===== config.mk =====
export PLATFORM = sky130hd
export DESIGN_NAME = systolic_tile_ctrl
export DESIGN_NICKNAME = d
export VERILOG_FILES = /design/src/rtl/systolic_ctrl_pkg.sv /design/src/rtl/stream_req_gen.sv /design/src/rtl/systolic_tile_ctrl.sv
export SDC_FILE = /design/constraint.sdc
export NUM_CORES = 2
export LEC_CHECK = 0
export ABC_CLOCK_PERIOD_IN_PS = 9600
export CAP_MARGIN = 20
export CELL_PAD_IN_SITES_DETAIL_PLACEMENT = 1
export CELL_PAD_IN_SITES_GLOBAL_PLACEMENT = 2
export CORE_ASPECT_RATIO = 2
export CORE_UTILIZATION = 36
export DETAILED_ROUTE_END_ITERATION = 8
export PLACE_DENSITY = 0.85
export SETUP_SLACK_MARGIN = 0.5
export SLEW_MARGIN = 20
export SYNTH_ARGS = -nofsm -noshare
export SYNTH_HDL_FRONTEND = slang
export SYNTH_HIERARCHICAL = 1
export SYNTH_SLANG_ARGS = --single-unit

===== constraint.sdc =====
create_clock -name clk -period 9.6 [get_ports clk]
set_input_delay 1.44 -clock clk [delete_from_list [all_inputs] [get_ports clk]]
set_output_delay 1.44 -clock clk [all_outputs]
set_load 0.03 [all_outputs]

===== src/rtl/systolic_ctrl_pkg.sv =====
// Shared types and helpers for the systolic tile controller.
// Provides the FSM state type, counter width and a ceiling divide.
package systolic_ctrl_pkg;

  typedef enum logic [1:0] {
    IDLE,
    FETCH,
    RUN
  } state_e;

  localparam int CNT_WIDTH = 32;

  function automatic logic [CNT_WIDTH-1:0] ceil_div(
    input logic [CNT_WIDTH-1:0] num,
    input logic [CNT_WIDTH-1:0] den
  );
    logic [CNT_WIDTH-1:0] q;
    q = num / den;
    if ((num % den) != '0)
      q = q + CNT_WIDTH'(1);
    return q;
  endfunction

endpackage


===== src/rtl/stream_req_gen.sv =====
// Per-matrix request stream: beat addresses over valid/ready, buffer credit,
// received-beat count, buffer write address and fill-threshold flag.
// Ports: load/active from the FSM, req_* to the memory fifo, valid_data and
// consume from the buffer side, thr_met back to the FSM.
module stream_req_gen
  import systolic_ctrl_pkg::*;
#(
  parameter int BUS_WIDTH_BYTES      = 32,
  parameter int BUFFER_ADDRESS_WIDTH = 10,
  parameter int ADDR_WIDTH           = 16
) (
  input  logic                            clk,
  input  logic                            reset,
  input  logic                            load,
  input  logic                            active,
  input  logic                            mode,
  input  logic [CNT_WIDTH-1:0]            beats,
  input  logic [ADDR_WIDTH-1:0]           base,
  input  logic                            req_ready,
  input  logic                            valid_data,
  input  logic                            consume,
  output logic [ADDR_WIDTH-1:0]           req_addr,
  output logic                            req_valid,
  output logic [BUFFER_ADDRESS_WIDTH-1:0] buffer_addr,
  output logic                            thr_met
);

  localparam logic [CNT_WIDTH-1:0] DEPTH =
    CNT_WIDTH'(1) << BUFFER_ADDRESS_WIDTH;
  localparam logic [CNT_WIDTH-1:0] HALF = DEPTH >> 1;
  localparam logic [ADDR_WIDTH-1:0] STRIDE =
    ADDR_WIDTH'(BUS_WIDTH_BYTES);

  logic [CNT_WIDTH-1:0] total;
  logic [CNT_WIDTH-1:0] issued;
  logic [CNT_WIDTH-1:0] used;
  logic [CNT_WIDTH-1:0] rcvd;
  logic [CNT_WIDTH-1:0] level;
  logic [CNT_WIDTH-1:0] rcvd_nxt;
  logic                 hs;
  logic                 take;
  logic                 free;

  assign req_valid = active && (issued < total) && (used < DEPTH);
  assign hs        = req_valid && req_ready;
  assign take      = active && valid_data;
  assign free      = consume && (used != '0);
  assign rcvd_nxt  = take ? rcvd + CNT_WIDTH'(1) : rcvd;
  // Include this cycle's beat so the FSM can react on the same edge.
  assign thr_met   = rcvd_nxt >= level;

  always_ff @(posedge clk) begin
    if (reset) begin
      total       <= '0;
      issued      <= '0;
      used        <= '0;
      rcvd        <= '0;
      level       <= '0;
      req_addr    <= '0;
      buffer_addr <= '0;
    end else if (load) begin
      total       <= beats;
      issued      <= '0;
      used        <= '0;
      rcvd        <= '0;
      req_addr    <= base;
      buffer_addr <= '0;
      if (mode)
        level <= beats;
      else
        level <= (beats < HALF) ? beats : HALF;
    end else begin
      if (hs) begin
        issued   <= issued + CNT_WIDTH'(1);
        req_addr <= req_addr + STRIDE;
      end
      // Handshake and consume in one cycle cancel out.
      if (hs && !free)
        used <= used + CNT_WIDTH'(1);
      else if (!hs && free)
        used <= used - CNT_WIDTH'(1);
      if (take) begin
        rcvd        <= rcvd_nxt;
        buffer_addr <= buffer_addr +
          BUFFER_ADDRESS_WIDTH'(1);
      end
    end
  end

endmodule


===== src/rtl/systolic_tile_ctrl.sv =====
// Systolic tile controller: job FSM, config checks, array_start/done.
// Ports: job config + start_i, A/B request and buffer streams, array handshake.
module systolic_tile_ctrl
  import systolic_ctrl_pkg::*;
#(
  parameter int BUS_WIDTH_BYTES      = 32,
  parameter int DATA_WIDTH_BYTES     = 1,
  parameter int BUFFER_ADDRESS_WIDTH = 10,
  parameter int DIM_WIDTH            = 16,
  parameter int ADDR_WIDTH           = 16
) (
  input  logic                            clk,
  input  logic                            reset,
  input  logic                            start_i,
  input  logic [DIM_WIDTH-1:0]            m,
  input  logic [DIM_WIDTH-1:0]            n,
  input  logic [DIM_WIDTH-1:0]            p,
  input  logic [ADDR_WIDTH-1:0]           base_addr_a,
  input  logic [ADDR_WIDTH-1:0]           base_addr_b,
  input  logic                            mode_i,
  output logic [ADDR_WIDTH-1:0]           a_req_addr,
  output logic                            a_req_valid,
  input  logic                            a_req_ready,
  output logic [ADDR_WIDTH-1:0]           b_req_addr,
  output logic                            b_req_valid,
  input  logic                            b_req_ready,
  input  logic                            a_valid_data,
  input  logic                            b_valid_data,
  output logic [BUFFER_ADDRESS_WIDTH-1:0] a_buffer_addr,
  output logic [BUFFER_ADDRESS_WIDTH-1:0] b_buffer_addr,
  input  logic                            a_consume,
  input  logic                            b_consume,
  output logic                            array_start,
  input  logic                            data_done,
  output logic                            busy,
  output logic                            done,
  output logic                            err_cfg
);

  localparam int EPB = BUS_WIDTH_BYTES / DATA_WIDTH_BYTES;
  localparam logic [CNT_WIDTH-1:0] DEPTH =
    CNT_WIDTH'(1) << BUFFER_ADDRESS_WIDTH;

  state_e               state;
  logic [CNT_WIDTH-1:0] a_beats;
  logic [CNT_WIDTH-1:0] b_beats;
  logic                 cfg_bad;
  logic                 load;
  logic                 active;
  logic                 a_thr;
  logic                 b_thr;

  assign a_beats = ceil_div(CNT_WIDTH'(m) * CNT_WIDTH'(n),
                            CNT_WIDTH'(EPB));
  assign b_beats = ceil_div(CNT_WIDTH'(n) * CNT_WIDTH'(p),
                            CNT_WIDTH'(EPB));
  assign cfg_bad = (m == '0) || (n == '0) || (p == '0) ||
                   (mode_i && ((a_beats > DEPTH) ||
                               (b_beats > DEPTH)));
  assign load    = (state == IDLE) && start_i && !cfg_bad;
  assign active  = (state != IDLE);

  always_ff @(posedge clk) begin
    if (reset) begin
      state       <= IDLE;
      busy        <= 1'b0;
      done        <= 1'b0;
      err_cfg     <= 1'b0;
      array_start <= 1'b0;
    end else begin
      done    <= 1'b0;
      err_cfg <= 1'b0;
      unique case (state)
        IDLE: begin
          if (start_i) begin
            if (cfg_bad) begin
              err_cfg <= 1'b1;
            end else begin
              state <= FETCH;
              busy  <= 1'b1;
            end
          end
        end
        FETCH: begin
          if (a_thr && b_thr) begin
            state       <= RUN;
            array_start <= 1'b1;
          end
        end
        RUN: begin
          if (data_done) begin
            state       <= IDLE;
            array_start <= 1'b0;
            busy        <= 1'b0;
            done        <= 1'b1;
          end
        end
        default: state <= IDLE;
      endcase
    end
  end

  stream_req_gen #(
    .BUS_WIDTH_BYTES     (BUS_WIDTH_BYTES),
    .BUFFER_ADDRESS_WIDTH(BUFFER_ADDRESS_WIDTH),
    .ADDR_WIDTH          (ADDR_WIDTH)
  ) u_a (
    .clk        (clk),
    .reset      (reset),
    .load       (load),
    .active     (active),
    .mode       (mode_i),
    .beats      (a_beats),
    .base       (base_addr_a),
    .req_ready  (a_req_ready),
    .valid_data (a_valid_data),
    .consume    (a_consume),
    .req_addr   (a_req_addr),
    .req_valid  (a_req_valid),
    .buffer_addr(a_buffer_addr),
    .thr_met    (a_thr)
  );

  stream_req_gen #(
    .BUS_WIDTH_BYTES     (BUS_WIDTH_BYTES),
    .BUFFER_ADDRESS_WIDTH(BUFFER_ADDRESS_WIDTH),
    .ADDR_WIDTH          (ADDR_WIDTH)
  ) u_b (
    .clk        (clk),
    .reset      (reset),
    .load       (load),
    .active     (active),
    .mode       (mode_i),
    .beats      (b_beats),
    .base       (base_addr_b),
    .req_ready  (b_req_ready),
    .valid_data (b_valid_data),
    .consume    (b_consume),
    .req_addr   (b_req_addr),
    .req_valid  (b_req_valid),
    .buffer_addr(b_buffer_addr),
    .thr_met    (b_thr)
  );

endmodule

# After elaboration in Yosys (flattened, before gate mapping)
# Cells that the tools add are included.
# word_totals
out_inout_bits	58
regBits	378
wordCells	131
inputBits	91
# op_classes
bitwise	3
muxes	29
n_addsub	14
magnitude_cmp	10
eq_ne	6
reduce_logical	48
n_mul	2
# ops
cell	count
$mux 32	8
$add 32x1->32 const B	6
$reduce_bool 32->1	4
$mux 28	4
$ge 32x32->1	2
$gt 32x11->1 const B	2
$lt 32x11->1 const B	2
$lt 32x32->1	2
$mul 16x16->32	2
$mux 16	4
$sub 32x1->32 const B	2
$add 27x1->28 const B	2
$lt 28x10->1 const B	2
$logic_not 16->1	3
$add 16x6->16 const B	2
$add 10x1->10 const B	2
$logic_and 1x1->1	18
$reduce_bool 2->1	7
$mux 2	4
$ne 2x2->1 const B	4
$reduce_and 4->1	2
$mux 1	6
$pmux 2 s3	1
$logic_not 1->1	5
9 further kinds	16

# Longest topological paths before layout
# logic_depth
depth_word	10
ltp_mapped	38
ltp_nobuf	32

# By module
# Netlist, hierarchy kept.
# modules_own_cells
module	area_per_inst_um2	cells_each	seq_area_each_um2	n_inst
systolic_tile_ctrl	19926.6	2416	120.1	1
stream_req_gen at u_a	10867.9	1295	3723.6	1
stream_req_gen at u_b	10671.5	1292	3723.6	1

# Least setup slack after synthesis
# No wires, ideal clock.
# synth_timing
kind	input port to flip-flop
startpoint	input port p[9]
endpoint	register u_a.total[10]
required_ns	9.472
slack_ns	-0.631
setup_time_ns	0.128
path_buffers	7
cell_stages	33
arrival_time_ns	10.103
cell_sequence	clkbuf_1 > clkbuf_1 > nand2_1 > fa_1 > inv_1 > fa_1 > inv_1 > fa_1 > inv_1 > fa_1 > fa_1 > fa_1 > ha_1 > buf_2 > a21oi_1 > o21a_1 > o211ai_1 > a32oi_1 > and2_1 > and4_1 > buf_4 > nand4_1 > or4_1 > o21ai_0 > or4b_1 > nor4_2 > a31oi_2 > nor3_2 > clkbuf_1 > clkbuf_1 > clkbuf_1 > mux2i_1 > nor2_1
# synth_between
elab_chain_cells	9
elab_cells_between_ends	11
classes_between	1 x add/sub; 1 x mul; 1 x order compare; 1 x mux; 7 x reduce/logical
# synth_rtl
item	line_no	source
start: declaration	systolic_tile_ctrl.sv:17	input logic [DIM_WIDTH-1:0] p,
$mul 16x16->32	systolic_tile_ctrl.sv:55	assign b_beats = ceil_div(CNT_WIDTH'(n) * CNT_WIDTH'(p),
$add 27x1->28	systolic_ctrl_pkg.sv:20	q = q + CNT_WIDTH'(1);
$mux 28	systolic_ctrl_pkg.sv:19	if ((num % den) != '0)
$gt 32x11->1	systolic_tile_ctrl.sv:59	(b_beats > DEPTH)));
$logic_or 1x1->1	systolic_tile_ctrl.sv:58	(mode_i && ((a_beats > DEPTH) ||
$logic_and 1x1->1	systolic_tile_ctrl.sv:58	
$logic_or 1x1->1 *	systolic_tile_ctrl.sv:57	assign cfg_bad = (m == '0) || (n == '0) || (p == '0) ||
$logic_not 1->1 *	systolic_tile_ctrl.sv:60	assign load = (state == IDLE) && start_i && !cfg_bad;
$logic_and 1x1->1 *	systolic_tile_ctrl.sv:60	
via load	systolic_tile_ctrl.sv:48	logic load;
end signal: assignment	stream_req_gen.sv:62	total <= beats;
end: declaration	stream_req_gen.sv:34	logic [CNT_WIDTH-1:0] total;
# Mark *: on every way through the listed nets, which the timed path passes. The rest lies on a longest branch.
# A chain may end at the register's enable or synchronous reset.

# Worst setup path in the final report
# layout_timing
startpoint	input port n[6]
endpoint	register u_a.total[17]
# layout_between
elab_chain_cells	9
elab_cells_between_ends	16
classes_between	2 x add/sub; 2 x mul; 2 x order compare; 2 x mux; 8 x reduce/logical
# layout_rtl
item	line_no	source
start: declaration	systolic_tile_ctrl.sv:16	input logic [DIM_WIDTH-1:0] n,
$mul 16x16->32 *	systolic_tile_ctrl.sv:53	assign a_beats = ceil_div(CNT_WIDTH'(m) * CNT_WIDTH'(n),
$add 27x1->28	systolic_ctrl_pkg.sv:20	
$mux 28 *	systolic_ctrl_pkg.sv:19	
via a_beats[23]	systolic_tile_ctrl.sv:45	logic [CNT_WIDTH-1:0] a_beats;
$gt 32x11->1 *	systolic_tile_ctrl.sv:58	
$logic_or 1x1->1 *	systolic_tile_ctrl.sv:58	
$logic_and 1x1->1 *	systolic_tile_ctrl.sv:58	
$logic_or 1x1->1 *	systolic_tile_ctrl.sv:57	
$logic_not 1->1 *	systolic_tile_ctrl.sv:60	
$logic_and 1x1->1 *	systolic_tile_ctrl.sv:60	
via load	systolic_tile_ctrl.sv:48	
# Marked as above.

==> results.json <==
{
  "status": "finished, final reports clean",
  "maxCapViolations": 0,
  "grt_pass1_wl_microns": 227000,
  "yosysTopAreaCell": "fa_1",
  "crit_fanout": 8,
  "drt.antenna.violating_nets": 0,
  "synth_top_area_share": 0.188,
  "setup_violations": 0,
  "cts_tree": "yes",
  "antenna_found_initial": 2,
  "synth_edf_count": 0,
  "clock_skew_ns": 0.0472,
  "drive_gt1_frac": 0.206,
  "grt-ovfl-total": 0,
  "vias": 38500,
  "maxSlewViolCount": 0,
  "io_pins": 149,
  "max_freq_mhz": 106,
  "dieHeight_microns": 482,
  "cts_max_level": 2,
  "die_area_sq_um": 117000,
  "core_sq_um": 114000,
  "final_common_cell": "buf_4",
  "grt_max_degree": 71,
  "crit_path_max_incr_delay_ns": 0.59,
  "setup_tns_ns": 0,
  "dpl.hpwl_microns": 115000,
  "synth-seq-cells": 378,
  "syn_area_per_cell_sq_um": 8.29,
  "hold_buffers": 0,
  "synthArstFlopShare": 0,
  "grt_pass1_vias": 43400,
  "drtIter0Drc": 1249,
  "hold_viol": 0,
  "wl_per_cell_microns": 20.2,
  "critPathRequiredTime_ns": 10.04,
  "critPathLaunchType": "input pin",
  "cp_slowest_cell": "fa_2",
  "gp_congestion": 0.902,
  "start_util": 0.364,
  "synth_ff_type": "dfxtp_1",
  "worstSkewPairLatency_ns": 0.62,
  "cts_max_path_buffers": 3,
  "yosysSeqAreaShare": 0.182,
  "cts-root-buf": "clkbuf_16",
  "crit_family": "adder cells",
  "min_period_ns": 9.42,
  "drc": 0,
  "cp_common_cell": "fa_1",
  "worstPathArrival_ns": 9.85,
  "synth_area_leaders": "fa_1, dfxtp_1, ha_1",
  "first_pass_iters": 7,
  "worstSetupEndpointType": "flip-flop",
  "synthCells": 5003,
  "rsz0062_at_grt": "yes",
  "netlist_area_sq_um": 41500,
  "synthDistinctLibCells": 106,
  "area_growth_pct": 29.0,
  "finalNetCount": 6627,
  "rows": 175,
  "slew_headroom": 0.388,
  "cts_buffers": 40,
  "hp-class": "flip-flop to flip-flop",
  "io_buffers": 148,
  "final_cell_mix": "buf_4, inv_1, nand2_1",
  "cp.buffers_inverters": 11,
  "clk_pin_slew_ns": 0.07,
  "yosysWarnings": 6,
  "vias_per_cell": 5.30,
  "fin_crit_sh": 0.981,
  "dieWidth_microns": 242,
  "tightest_slew_ns": 0.906,
  "crit_type": "input pin to flip-flop",
  "track_usage": 0.245,
  "cts_sinks": 378,
  "wl_microns": 147000
}
==> registers in the layout, summed over array words and instances, names as in the netlist, 2 cells and up <==
signal           count
u_a/level           32
u_b/rcvd            32
u_a/req_addr        16
state                2
u_b/issued          32
u_a/issued          32
u_a/buffer_addr     10
u_b/req_addr        16
u_a/rcvd            32
u_b/total           32
u_b/buffer_addr     10
u_b/level           32
u_a/used            32
u_b/used            32
u_a/total           32
==> synth_stat cells (20+ instances only) <==
cell	count
o21ai_0	181
nand4_1	91
a21oi_1	255
clkbuf_1	168
o21a_1	20
and4_1	30
a211oi_1	35
nor3_1	58
inv_1	633
nand3_1	126
ha_1	406
nor4_1	55
and2_1	336
xor2_1	96
buf_2	23
a21o_1	104
o211ai_1	27
or3_1	53
fa_1	390
and3_1	64
nand2b_1	32
nor2_1	294
nand2_1	569
mux2i_1	96
xnor2_1	151
dfxtp_1	378
==> cells by family after synthesis <==
logic type / Yosys count / share of synthesized area
XOR/XNOR: 250 / 0.0533
AND/OR/NAND/NOR: 1812 / 0.223
other: 1 / 0.0000904
flip-flops: 378 / 0.182
multiplexers: 102 / 0.0248
buffers and inverters: 850 / 0.0794
adder cells (fa/ha/maj): 796 / 0.311
AO/OA/AOI/OAI: 814 / 0.126
==> worst reg2reg max path, stage by stage, from the launching register on <==
cell	delay [ns]
dfxtp_1	0.35
nor4_1	0.54
nand4_1	0.28
nor4_4	0.34
o2111ai_1	0.24
a21oi_2	0.27
o211a_1	0.45
ha_1	0.37
inv_1	0.31
buf_4	0.34
ha_1	0.46
nand3_1	0.20
a211o_1	0.27
nor2_1	0.09
o21ai_1	0.14
a211oi_1	0.61
nor4_1	0.15
or4_1	0.57
a211o_1	0.32
nand2_1	0.06
==> layout make-up <==
class | instances | area, sq um
fillers | 13500 | 60400
multi-input cells | 3801 | 32200
repair buffers | 886 | 8090
flip-flops and latches | 378 | 7570
inverters | 633 | 2380
well taps | 1504 | 1880
clock buffers | 51 | 1110
clock inverters | 19 | 273
diodes | 2 | 5.00
==> final timing paths <==
check                                  from                    endpoint  slack, ns  cells past startpoint
setup / recovery                       n[6]  u_a/total[17]$_SDFFE_PP0P_       0.18                     34
hold / removal    u_a/level[1]$_SDFFE_PP0P_   u_a/level[1]$_SDFFE_PP0P_       0.46                      2
setup reg to reg  u_b/used[26]$_SDFFE_PP0P_   u_b/used[31]$_SDFFE_PP0P_       3.18                     19
hold reg to reg   u_a/level[1]$_SDFFE_PP0P_   u_a/level[1]$_SDFFE_PP0P_       0.46                      2
==> through the flow <==
step	hold slack (ns)	worst slack [ns]	instance area, sq um	instances	utilization
6_report	0.464	0.184	53500	7274	0.470
5_1_grt	0.488	-0.0829	53500	7273	0.470
4_1_cts	0.465	0.0433	52300	7225	0.460
3_5_place_dp	0.456	-1.40	49000	7041	0.431
3_3_place_gp	0.452	-1.13	49000	7041	0.431
2_1_floorplan	0.440	0.295	42200	5026	-
==> what timing repair did <==
| item | CTS | global route |
|---|---|---|
| buffers inserted | 100 | 38 |
| pin swaps | 84 | 143 |
| endpoints found under the hold margin | 0 | 0 |
| setup endpoints to repair | 375 | 373 |
| gates resized for setup | 277 | 242 |
| cloned | 14 | 9 |
==> routing by layer <==
layer	share of wire	wire [microns]	track usage	vias to the layer above
met5	0	0	0	-
met4	0.070	10300	0.153	0
met3	0.026	3790	0.0214	426
met2	0.57	83100	0.508	758
met1	0.34	49400	0.224	19200
li1	-	-	-	18100
Power is not shown: default switching activity piles up to over one toggle a cycle in this logic, so the estimate is an artifact.
